**config.mk**
```make
export PLATFORM = sky130hd
export DESIGN_NAME = fpu_fp16_to_int
export DESIGN_NICKNAME = d
export VERILOG_FILES = /design/src/rtl/fpu_fp16_to_int.sv
export SDC_FILE = /design/constraint.sdc
export NUM_CORES = 1
export LEC_CHECK = 0
export CORE_UTILIZATION = 28
export CTS_BUF_LIST = sky130_fd_sc_hd__clkbuf_4
export DETAILED_ROUTE_END_ITERATION = 8
export PLACE_DENSITY = 0.42
export SLEW_MARGIN = 20
export SYNTH_ARGS = -nofsm -noshare
export SYNTH_HDL_FRONTEND = slang
export SYNTH_SLANG_ARGS = --single-unit
```
**constraint.sdc**
```tcl
create_clock -name clk -period 3.44 [get_ports clk]
set_input_delay 0.516 -clock clk [delete_from_list [all_inputs] [get_ports clk]]
set_output_delay 0.516 -clock clk [all_outputs]
set_load 0.01 [all_outputs]
```
**src/rtl/fpu_fp16_to_int.sv**
```systemverilog
// FP16 -> signed INTW-bit integer converter: iterative alignment, RNE rounding, saturation.
// Optional `define FPU_CVT_RTZ_EN adds an rtz input selecting truncation toward zero.
`timescale 1ns/1ps
module fpu_fp16_to_int #(
   parameter int INTW       = 32,
   parameter int SHIFT_STEP = 4
) (
   input  logic                   clk,
   input  logic                   rst_n,
   input  logic                   inValid,
   output logic                   inReady,
   input  logic [15:0]            fpuIn,
`ifdef FPU_CVT_RTZ_EN
   input  logic                   rtz,
`endif
   output logic                   outValid,
   input  logic                   outReady,
   output logic signed [INTW-1:0] intOut,
   output logic [1:0]             flags
);

   // Working register must hold the largest finite magnitude (65504) as well as INTW bits.
   localparam int WW = (INTW > 17) ? INTW : 17;
   localparam int MW = WW + 1;
   localparam logic [4:0]      STEP5   = 5'(SHIFT_STEP);
   localparam logic [MW-1:0]   POS_LIM = MW'((64'd1 << (INTW - 1)) - 64'd1);
   localparam logic [MW-1:0]   NEG_LIM = MW'(64'd1 << (INTW - 1));
   localparam logic [INTW-1:0] POS_MAX = {1'b0, {(INTW-1){1'b1}}};
   localparam logic [INTW-1:0] NEG_MIN = {1'b1, {(INTW-1){1'b0}}};

   typedef enum logic [1:0] {IDLE, SHIFT, ROUND, DONE} state_t;
   state_t state, stateNxt;

   logic          sgn, isNan, isInf, shiftLeft, guardBit, stickyBit, truncMode;
   logic [WW-1:0] work;
   logic [4:0]    remain;
   logic          rtzIn;

`ifdef FPU_CVT_RTZ_EN
   assign rtzIn = rtz;
`else
   assign rtzIn = 1'b0;
`endif

   function automatic logic [WW+1:0] shiftStep(input logic [WW-1:0] w, input logic g,
                                               input logic s, input logic left,
                                               input logic [4:0] amt);
      logic [WW-1:0] wv;
      logic          gv, sv;
      wv = w;
      gv = g;
      sv = s;
      for (int i = 0; i < SHIFT_STEP; i++) begin
         if (5'(i) < amt) begin
            if (left) begin
               wv = {wv[WW-2:0], 1'b0};
            end else begin
               sv = sv | gv;
               gv = wv[0];
               wv = {1'b0, wv[WW-1:1]};
            end
         end
      end
      return {wv, gv, sv};
   endfunction

   function automatic logic [INTW+1:0] roundSat(input logic [WW-1:0] mag, input logic g,
                                                input logic s, input logic neg,
                                                input logic nan, input logic inf,
                                                input logic trunc);
      logic            inc;
      logic [MW-1:0]   rmag;
      logic [INTW-1:0] low;
      logic [INTW-1:0] res;
      logic [1:0]      f;
      inc  = ~trunc & g & (s | mag[0]);
      rmag = {1'b0, mag} + MW'(inc);
      low  = rmag[INTW-1:0];
      if (nan) begin
         res = POS_MAX;
         f   = 2'b10;
      end else if (inf) begin
         res = neg ? NEG_MIN : POS_MAX;
         f   = 2'b10;
      end else if (!neg && rmag > POS_LIM) begin
         res = POS_MAX;
         f   = 2'b10;
      end else if (neg && rmag > NEG_LIM) begin
         res = NEG_MIN;
         f   = 2'b10;
      end else begin
         res = neg ? -low : low;
         f   = {1'b0, g | s};
      end
      return {res, f};
   endfunction

   logic [4:0] expIn, effExp, loadRem, stepAmt;
   logic       loadLeft, loadSpecial;

   assign expIn       = fpuIn[14:10];
   assign effExp      = (expIn == 5'd0) ? 5'd1 : expIn;
   assign loadLeft    = (effExp >= 5'd25);
   assign loadRem     = loadLeft ? (effExp - 5'd25) : (5'd25 - effExp);
   assign loadSpecial = (expIn == 5'h1F);
   assign stepAmt     = (remain > STEP5) ? STEP5 : remain;

   assign inReady  = (state == IDLE);
   assign outValid = (state == DONE);

   always_ff @(posedge clk or negedge rst_n) begin
      if (!rst_n) state <= IDLE;
      else        state <= stateNxt;
   end

   always_comb begin
      stateNxt = state;
      case (state)
         IDLE:  if (inValid) stateNxt = (loadSpecial || loadRem == 5'd0) ? ROUND : SHIFT;
         SHIFT: if (remain <= STEP5) stateNxt = ROUND;
         ROUND: stateNxt = DONE;
         DONE:  if (outReady) stateNxt = IDLE;
         default: stateNxt = IDLE;
      endcase
   end

   // Accept: unpack; align in SHIFT; round/saturate once in ROUND; DONE only holds.
   always_ff @(posedge clk or negedge rst_n) begin
      if (!rst_n) begin
         sgn       <= 1'b0;
         isNan     <= 1'b0;
         isInf     <= 1'b0;
         shiftLeft <= 1'b0;
         guardBit  <= 1'b0;
         stickyBit <= 1'b0;
         truncMode <= 1'b0;
         work      <= '0;
         remain    <= '0;
         intOut    <= '0;
         flags     <= '0;
      end else begin
         case (state)
            IDLE: if (inValid) begin
               sgn       <= fpuIn[15];
               isNan     <= loadSpecial & (fpuIn[9:0] != 10'd0);
               isInf     <= loadSpecial & (fpuIn[9:0] == 10'd0);
               shiftLeft <= loadLeft;
               guardBit  <= 1'b0;
               stickyBit <= 1'b0;
               truncMode <= rtzIn;
               work      <= {{(WW-11){1'b0}}, (expIn != 5'd0), fpuIn[9:0]};
               remain    <= loadSpecial ? 5'd0 : loadRem;
            end
            SHIFT: begin
               {work, guardBit, stickyBit} <= shiftStep(work, guardBit, stickyBit,
                                                        shiftLeft, stepAmt);
               remain <= remain - stepAmt;
            end
            ROUND: {intOut, flags} <= roundSat(work, guardBit, stickyBit, sgn,
                                               isNan, isInf, truncMode);
            default: ;
         endcase
      end
   end

endmodule

```
### Word level (Yosys, flattened, before mapping)

Cells that the tools add are included.

| cells by class | value |
|---|---|
| $add $sub $neg | 5 |
| multiply operators | 0 |
| divide/modulo/power cells | 0 |
| $lt $le $gt $ge | 9 |
| equal/unequal tests | 7 |
| shifts and indexed selects | 0 |
| mux-type cells | 56 |
| bitwise gates (word level) | 8 |
| reductions and logical operators | 14 |

Operators with widths:

| operator | count |
|---|---|
| $mux W32 | 15 |
| $pmux W32 S2 | 1 |
| $add A32 B1 Y33 | 1 |
| $gt A33 B31 Y1 const B | 1 |
| $gt A33 B32 Y1 const B | 1 |
| $neg A32 Y32 | 1 |
| $mux W5 | 5 |
| $mux W1 | 23 |
| $mux W2 | 8 |
| $logic_not A10 Y1 | 1 |
| $logic_not A5 Y1 | 2 |
| $lt A1 B5 Y1 const A | 2 |
| $lt A2 B5 Y1 const A | 2 |
| $pmux W5 S2 | 1 |
| $reduce_bool A10 Y1 | 1 |
| $pmux W2 S4 | 1 |
| $eq A5 B5 Y1 const B | 1 |
| $ge A5 B5 Y1 const B | 1 |
| $gt A5 B3 Y1 const B | 1 |
| $le A5 B3 Y1 const B | 1 |
| $or A1 B1 Y1 | 5 |
| $reduce_bool A5 Y1 | 1 |
| $sub A5 B5 Y5 | 1 |
| $sub A5 B5 Y5 const A | 1 |
| other kinds (14) | 21 |

| storage, ports and cells | value |
|---|---|
| register bits | 79 |
| latch bits | 0 |
| RAM bits | 0 |
| memory bits (read-only) | 0 |
| input port bits | 20 |
| word-level logic and storage cells | 110 |
| memories | 0 |

### Longest topological paths before layout

Gate-level depths: netlist of run 1.

| depth | value |
|---|---|
| word-level depth | 17 |
| depth in mapped cells | 14 |
| depth with buffers taken out | 14 |

### Worst setup path after synthesis of run 1

No wires, ideal clock.

| path | value |
|---|---|
| path type | reg2reg |
| start point | register work[0] |
| end point | register flags[0] |
| data arrival time | 3.526 ns |
| required time | 3.375 ns |
| setup slack | -0.152 ns |
| stages on the path, launching flop included | 15 |
| buffers on the path | 2 |
| path through | dfrtp_1 o21a_1 ha_1 ha_1 nand4_1 clkbuf_1 nand4_1 o311a_1 nor3_1 o2111ai_1 or4_4 o21ai_4 buf_6 nor3b_2 a22o_1 |

| between the ends | value |
|---|---|
| word-level cells in the longest chain between the ends | 9 |
| elaborated cells on any way between the ends | 11 |

RTL lines:

| what | line | source |
|---|---|---|
| start, declared | 35 | `logic [WW-1:0] work;` |
| start signal, assigned | 151 | `work <= {{(WW-11){1'b0}}, (expIn != 5'd0), fpuIn[9:0]};` |
| start signal, assigned | 155 | `{work, guardBit, stickyBit} <= shiftStep(work, guardBit, stickyBit,` |
| $or A1 B1 Y1 | 76 | `inc = ~trunc & g & (s \| mag[0]);` |
| $and A1 B1 Y1 | 76 |  |
| $add A32 B1 Y33 (*) | 77 | `rmag = {1'b0, mag} + MW'(inc);` |
| $gt A33 B32 Y1 | 88 | `end else if (neg && rmag > NEG_LIM) begin` |
| $logic_and A1 B1 Y1 | 88 |  |
| $mux W2 | 88 |  |
| $mux W2 (*) | 85 | `end else if (!neg && rmag > POS_LIM) begin` |
| $mux W2 (*) | 82 | `end else if (inf) begin` |
| $mux W2 (*) | 79 | `if (nan) begin` |
| end signal, assigned | 159 | `ROUND: {intOut, flags} <= roundSat(work, guardBit, stickyBit, sgn,` |
| end, declared | 19 | `output logic [1:0] flags` |

Every way passes the cells marked *; elsewhere a longest branch is shown, timed or not.
A chain may end at the register's enable or synchronous reset.

### Worst setup path after layout of run 1

| path | value |
|---|---|
| start point | register stickyBit |
| end point | register flags[0] |

| between the ends | value |
|---|---|
| word-level cells in the longest chain between the ends | 9 |
| elaborated cells on any way between the ends | 12 |

RTL lines:

| what | line | source |
|---|---|---|
| start, declared | 34 | `logic sgn, isNan, isInf, shiftLeft, guardBit, stickyBit, truncMode;` |
| start signal, assigned | 155 |  |
| $or A1 B1 Y1 | 76 |  |
| $and A1 B1 Y1 | 76 |  |
| $add A32 B1 Y33 | 77 |  |
| $gt A33 B32 Y1 | 88 |  |
| $logic_and A1 B1 Y1 | 88 |  |
| $mux W2 | 88 |  |
| $mux W2 (*) | 85 |  |
| $mux W2 (*) | 82 |  |
| $mux W2 (*) | 79 |  |

Marks and branches as above.

==> results.tsv, run 1 <==
metric	value	unit
detailedPlace.worstSlack	-76.3	ps
ant_nets	0	
power_switching	4.67	mW
clock_power_share	7.2	%
seq_power_share	18.8	%
core	0.0297	mm²
dieWidth	176	µm
clockRootBuffer	clkbuf_4	
dpl_cell_area	0.0104	mm²
htreeDepth	3	
grt_usage	19.9	%
syn_area	0.00849	mm²
io_pins	56	
drive_above_1_share	24.2	%
muxShareOfSynthArea	15.0	%
maxCapViolations	0	
synthArstFlopShare	100	%
synth_cell_types	81	
cp-endpoint	flags[0]$_DFFE_PN0P_	
gp_congestion	0.859	
clock.fmax	292	MHz
fin_tns_setup	0	ps
portBuffers	55	
end_kind	register	
start_util	28.6	%
period_needed	3430	ps
grt_pass1_wl	48800	µm
placementRows	63	
reg2reg_depth	15	
syn_nets	1134	
combPwrFrac	74.0	%
drv_slew	0	
cts.clk_slew.worst_paths	170	ps
r2r_end	flags[0]$_DFFE_PN0P_	
ys_seq_area_share	23.3	%
worstPathRequired	3880	ps
via_per_inst	5.43	
synth-edff-count	0	
antenna_found_initial	1	
maxSlewHeadroom	49.4	%
drt-total-wl	30700	µm
design_area	0.0111	mm²
yosys.area_share.adder	1.77	%
fin_ws	10.9	ps
synth_xor_area_share	5.77	%
yosysMostFrequentCell	nor2_1	
hold_viol_final	0	
setup_viol	0	
crit_arrival	3870	ps
dieArea	0.0310	mm²
drc_errors	0	
final_nets	1261	
synth_area_leaders	dfrtp_1 (23%), mux2i_1 (8.7%), nor2_1 (5.3%)	
cts_tree	built	
synth_cells	1102	
vias	8816	
p_per_area	836	mW/mm²
gr-total-overflow	0	
path_class	register to register	
synth.ff_latch_count	79	
synth_common_cells	nor2_1 (121), nand2_1 (96), a21oi_1 (85), clkbuf_1 (83)	
fillCellCount	3149	
placed_cells	1593	
numCtsBuffers	9	
tightest_slew	760	ps
p_leak	4.28	nW
clock_latency	490	ps
chipHeight	176	µm
dr.pass1.iters	6	
max-vdd-ir-drop	0.000292	V
internal-power	4.60	mW
fin_cells	1625	
syn_to_final_growth	30.6	%
cts.sinks	79	
postSynthAreaPerCell	7.71	µm²
worst_setup_path_start_kind	register	
switching_share	50.4	%
synth_top_family_by_area	compound AO/OA/AOI/OAI gates	
r2r_start	stickyBit$_DFFE_PN0P_	
holdBufCountCts	0	
yosysWarnings	0	
drt_iter0_markers	491	
skew	33.2	ps
r2r_slack	10	ps
grt_start_max_net_pins	54	
layout_worst_path_cycle_share	99.7	%
yosys.area.top_type	dfrtp_1	
status	finished clean	
routedWlPerCell	18.9	µm
dp_hpwl	22700	µm
rsz0062_at_grt	yes	
clockBufferDepth	2	
synth_simple_gate_area_share	22.8	%
grt_pass1_vias	8450	
synth-compound-area-share	25.1	%
cp-startpoint	stickyBit$_DFFE_PN0P_	
post-route-util	37.3	%
crit_fanout	5	
synth_top_area_share	23.3	%
min_path_type	input port to asynchronous set/reset pin	
synth_top_flop_cell	dfrtp_1	
cells by family after synthesis:
group	after synthesis
simple gates	394
compound gates	325
buf+inv	134
mux	101
flops	79
xor+xnor	56
fa+ha+maj	12
other cells	1
per-stage QoR:
stage / hold WS, ps / total power, mW
after floorplan: 220 / 5.79
after global placement: 506 / 8.27
after detailed placement: 508 / 8.27
after CTS: 79.0 / 9.05
after global routing: 103 / 10.1
final: 69.7 / 9.28
worst max-delay path, cell delays in order, from the launching register on:
cell	delay, ps
dfrtp_1	400
o21a_1	180
ha_4	160
ha_4	120
nand4_1	80
buf_6	160
or4_4	510
o21ai_4	180
nand2_2	80
o21bai_1	180
or4_4	530
o21ai_4	190
buf_12	150
buf_12	110
nor3b_4	190
a22o_1	160
how the worst min path moves through the flow:
stage,to,slack (ps)
3_5_place_dp,flags[1]$_DFFE_PN0P_,510
3_3_place_gp,isNan$_DFFE_PN0P_,510
4_1_cts,intOut[14]$_DFFE_PN0P_,80
5_1_grt,intOut[14]$_DFFE_PN0P_,100
6_report,intOut[23]$_DFFE_PN0P_,70
2_1_floorplan,flags[0]$_DFFE_PN0P_,220
layout by cell type (no fill, tap or decap), types with 26 or more instances in the layout:
master / netlist / final
dfrtp_1: 79 / 78
nor2_1: 121 / 120
buf_4: 1 / 155
o21ai_0: 79 / 77
xnor2_1: 45 / 44
nor3_1: 39 / 26
nand2_1: 96 / 94
clkdlybuf4s50_1: 0 / 54
a21oi_1: 85 / 78
mux2i_1: 74 / 74
flip-flops by register name, indices dropped and copies added (netlist names):
signal	flops
state	2
stickyBit	1
guardBit	1
intOut	32
isInf	1
shiftLeft	1
work	32
sgn	1
remain	5
isNan	1
flags	2
power by group through the flow:
stage / registers [mW] / logic (mW) / clock network [mW]
finish: 1.74 / 6.87 / 0.668
global route: 1.80 / 7.52 / 0.734
CTS: 1.74 / 6.61 / 0.704
detailed placement: 1.76 / 6.50 / 0
global placement: 1.75 / 6.52 / 0
floorplan: 1.68 / 4.12 / 0
layout make-up:
type                    count  area, µm²  area share, %
multi-input cells         889       6370           57.4
repair buffers            226       2010           18.1
flip-flops and latches     79       1980           17.8
well taps                 390        488           4.40
inverters                  24       90.1          0.812
clock inverters             7       86.3          0.778
clock buffers               9       67.6          0.609
diodes                      1       2.50         0.0226
what timing repair did:
item	in CTS	in global routing
resized for setup	12	62
pin swaps	5	39
gates cloned	0	3
setup buffers	4	8
setup endpoints to repair	31	34
metal layers:
layer	part of all wire (%)	wire length [µm]	GRT usage (%)	vias up
met3	3.8	1170	2.43	32
li1	-	-	-	4334
met1	48	14600	27.7	4253
met5	0	0	0	-
met4	1.7	517	4.93	0
met2	47	14400	32.3	197
Note: power is estimated with default switching activity, not from simulation.
==> run 2, diff against run 1 <==
--- a/config.mk
+++ b/config.mk
@@ -5,6 +5,7 @@
 export SDC_FILE = /design/constraint.sdc
 export NUM_CORES = 1
 export LEC_CHECK = 0
+export ABC_AREA = 0
 export CORE_UTILIZATION = 28
 export CTS_BUF_LIST = sky130_fd_sc_hd__clkbuf_4
 export DETAILED_ROUTE_END_ITERATION = 8
@@ -13,3 +14,4 @@
 export SYNTH_ARGS = -nofsm -noshare
 export SYNTH_HDL_FRONTEND = slang
 export SYNTH_SLANG_ARGS = --single-unit
+export TNS_END_PERCENT = 1
==> results.tsv, run 2 (synthesis gave the netlist of run 1 again) <==
metric	value	unit
final_cell_mix	buf_4 (155), nor2_1 (120), nand2_1 (94), a21oi_1 (78), dfrtp_1 (78)	
start_util	28.6	%
core	0.0297	mm²
grt_start_max_net_pins	54	
holdWs	70.2	ps
max-vdd-ir-drop	0.000292	V
antenna_found_initial	1	
layout_worst_path_cycle_share	99.5	%
rsz0062_at_grt	yes	
dieArea	0.0310	mm²
drt_iter0_markers	509	
drc_errors	0	
grt_usage	19.9	%
crit_fanout	5	
final_nets	1261	
crit_arrival	3870	ps
placed_cells	1593	
fillCellCount	3149	
vias	8819	
worst_setup_path_start_kind	register	
io_pins	56	
multiInputGateArea	0.00637	mm²
clockRootBuffer	clkbuf_4	
end_kind	register	
tightest_slew	763	ps
clockBufferDepth	2	
register_area	0.00198	mm²
gp_congestion	0.859	
path_class	register to register	
dieWidth	176	µm
detailedPlace.worstSlack	-76.3	ps
numCtsBuffers	9	
p_per_area	836	mW/mm²
dp_hpwl	22700	µm
grt_pass1_vias	8450	
post-route-util	37.3	%
setup_viol	0	
dr.pass1.iters	7	
dpl_cell_area	0.0104	mm²
drv_slew	0	
clock_latency	490	ps
placementRows	63	
design_area	0.0111	mm²
grt_pass1_wl	48800	µm
clock.fmax	292	MHz
htreeDepth	3	
fin_cells	1625	
gr-total-overflow	0	
portBuffers	55	
largestRegisters	intOut x32, work x32, remain x5	
status	finished clean	
fin_ws	15.9	ps
syn_to_final_growth	30.6	%
cts.sinks	79	
min_path_type	input port to asynchronous set/reset pin	
maxCapViolations	0	
fin_tns_setup	0	ps
cts_tree	built	
p_leak	4.28	nW
via_per_inst	5.43	
cts.clk_slew.worst_paths	170	ps
skew	33.1	ps
holdBufCountCts	0	
total_power	9.28	mW
chipHeight	176	µm
ant_nets	0	
worstPathRequired	3880	ps
hold_viol_final	0	
drive_above_1_share	24.2	%
period_needed	3420	ps
drt-total-wl	30700	µm
maxSlewHeadroom	49.1	%
routedWlPerCell	18.9	µm
mostFrequentLayoutCell	buf_4	
==> run 2: power by group <==
group / total [mW] / internal, mW / switching [mW]
clock network: 0.671 / 0.238 / 0.433
logic: 6.86 / 3.04 / 3.82
registers: 1.74 / 1.32 / 0.422
total: 9.28 / 4.60 / 4.67
==> run 2: area by class of cell <==
cell class              count  share of cell area (%)
multi-input cells         889                    57.4
repair buffers            226                    18.1
flip-flops and latches     79                    17.8
well taps                 390                    4.40
inverters                  24                   0.812
clock inverters             7                   0.778
clock buffers               9                   0.609
diodes                      1                  0.0226
==> run 2: repair_timing <==
| item | in CTS | in global routing |
|---|---|---|
| gates cloned | 0 | 3 |
| resized for setup | 11 | 63 |
| setup endpoints to repair | 31 | 34 |
| setup buffers | 4 | 8 |
| pin swaps | 4 | 39 |
==> run 2: worst paths after layout <==
path / endpoint / cells past startpoint / slack, ps / start
min in group clk: flags[1]$_DFFE_PN0P_ / 2 / 530 / flags[1]$_DFFE_PN0P_
worst min-delay path: intOut[23]$_DFFE_PN0P_ / 1 / 70 / rst_n
worst max register to register: flags[0]$_DFFE_PN0P_ / 15 / 20 / stickyBit$_DFFE_PN0P_
max in group asynchronous: flags[1]$_DFFE_PN0P_ / 2 / 2600 / rst_n
worst max-delay path: flags[0]$_DFFE_PN0P_ / 15 / 20 / stickyBit$_DFFE_PN0P_
worst min register to register: flags[1]$_DFFE_PN0P_ / 2 / 530 / flags[1]$_DFFE_PN0P_
==> run 2: per-layer routing <==
| layer | wire length, µm | up-vias | global-route usage (%) | part of all wire, % |
|---|---|---|---|---|
| met4 | 508 | 0 | 4.93 | 1.7 |
| li1 | - | 4344 | - | - |
| met2 | 14400 | 208 | 32.3 | 47 |
| met5 | 0 | - | 0 | 0 |
| met3 | 1260 | 31 | 2.43 | 4.1 |
| met1 | 14600 | 4236 | 27.7 | 47 |
==> run 2: critical path: stages, from the launching register on <==
cell	delay, ps
dfrtp_1	400
o21a_1	180
ha_4	160
ha_4	120
nand4_1	80
buf_6	160
or4_4	510
o21ai_4	180
nand2_2	80
o21bai_1	180
or4_4	530
o21ai_4	190
buf_12	150
buf_12	110
nor3b_4	190
a22o_1	160
==> run 3, diff against run 2 <==
==> constraint.sdc (replaced) <==
create_clock -name clk -period 3.44 [get_ports clk]
set_input_delay 0.516 -clock clk [delete_from_list [all_inputs] [get_ports clk]]
set_output_delay 0.516 -clock clk [all_outputs]
set_load 0.05 [all_outputs]
==> results of run 3 <==
The final DEF is identical to that of run 2. Status: finished clean.
Among the figures that moved: total power 9.28 mW -> 9.91 mW
==> RTL change: new RTL, flow settings as in run 3 <==
The option `FPU_CVT_RTZ_EN` is turned on by a define.
--- a/src/rtl/fpu_fp16_to_int.sv
+++ b/src/rtl/fpu_fp16_to_int.sv
@@ -1,6 +1,8 @@
 // FP16 -> signed INTW-bit integer converter: iterative alignment, RNE rounding, saturation.
 // Optional `define FPU_CVT_RTZ_EN adds an rtz input selecting truncation toward zero.
 `timescale 1ns/1ps
+`define FPU_CVT_RTZ_EN
+
 module fpu_fp16_to_int #(
    parameter int INTW       = 32,
    parameter int SHIFT_STEP = 4
Ports: changed (added rtz); port bits go from 56 to 57. The function was not compared with the original's and may differ.
==> RTL change against run 3 <==
- the run now ends with setup timing left
- clock power shrank 2%
- largest cell class unchanged
- total power grew 4.9%
- sequential cell count grew 1
- clock skew grew 2.4 ps
- final area shrank 0.39%
- global-route usage grew 0.85 points
- synthesized cell count grew 4.9%
- area after synthesis grew 1.7%
- wire length grew 3.9%
- first-iteration DRC count grew 19%
- setup slack lost 43 ps
- combinational power grew 6.4%
- cell count grew 3.1%
==> RTL change: results (changes against run 3) <==
[pwr]
p_leak_nw=4.32  ; was 4.28 nW
comb-power_mw=7.98  ; was 7.50 mW
ir_drop_v=0.000238  ; was 0.000292 V

[layout]
final_layout_size_suffix_gt1_frac=0.220  ; was 0.242
seq_area_sq_mm=0.00201  ; was 0.00198 sq mm
n_clock_buffer=10  ; was 9
clk_share=0.0143  ; was 0.0139
multi_input_cells=937  ; was 889

[drt]
met3_length_microns=1050  ; was 1260 microns
totalWireLength_microns=31900  ; was 30700 microns
initialDrtViolationCount=608  ; was 509

[grt]
grt_pass1_wl_microns=51300  ; was 48800 microns
grt_usage=0.207  ; was 0.199
grt_max_degree=74  ; was 54

[run_status]
violations=setup timing
status=finished, violations left  ; was finished, final reports clean

[sta]
layout_setup_ws_ps=-26.8  ; was 15.9 ps
setup_viol=9  ; was 0
whs_ps=515  ; was 70.2 ps

[placement]
hpwl_microns=24300  ; was 22700 microns
port_buffers=56  ; was 55
dp_slack_ps=-98.9  ; was -76.3 ps

[logic_synthesis]
synthMuxAreaShare=0.121  ; was 0.150
synth-adder-area-share=0.0174  ; was 0.0177
synth_xor_area_frac=0.0608  ; was 0.0577
syn_nets=1189  ; was 1134
syn_area_per_cell_sq_um=7.48  ; was 7.71 sq um
ys_top_cells_by_area=dfrtp_1 23%, mux2i_1 7.1%, o21ai_0 6.5%, a21oi_1 5.9%, nand2_1 5.8%  ; was dfrtp_1 23%, mux2i_1 8.7%, nor2_1 5.3%, mux4_2 5.3%, a21oi_1 5.0%

[clock_network]
cts_resized=5  ; was 11
cts_setup_buffers=0  ; was 4

[setup_path]
rr_worst_depth=12  ; was 15

-- RTL change: cell count changes after synthesis, sizes merged, moves of 13 or more --
cell	before	now
nor3	42	17
nand2	96	133
mux2i	74	61
nor2	121	104
o21ai	86	116
nand3	26	41
a21oi	86	102
-- RTL change: critical path, cell delays in order (launching register included) --
cell     delay, ps
dfrtp_1        430
nor3b_2        190
ha_2           220
buf_4          140
nand4_1        140
nor4_2         260
xor2_1         320
o21ai_0        210
or4_1          490
o41a_1         350
o21a_1         150
buf_4          160
a221o_1        290
-- RTL change: per-stage QoR --
stage	util	instance area [sq um]
after CTS	0.361	10800
final	0.368	11100
after detailed placement	0.355	10700
after floorplan	-	8740
after global routing	0.368	11100
after global placement	0.355	10700
-- RTL change: worst max-delay path by stage --
stage,cells after the start,endpoint,start
2_1_floorplan,13,intOut[31],work[0]
5_1_grt,14,intOut[22],truncMode
6_report,12,intOut[31],truncMode
3_5_place_dp,16,intOut[29],work[0]
3_3_place_gp,15,state[0],fpuIn[13]
4_1_cts,14,intOut[31],work[0]
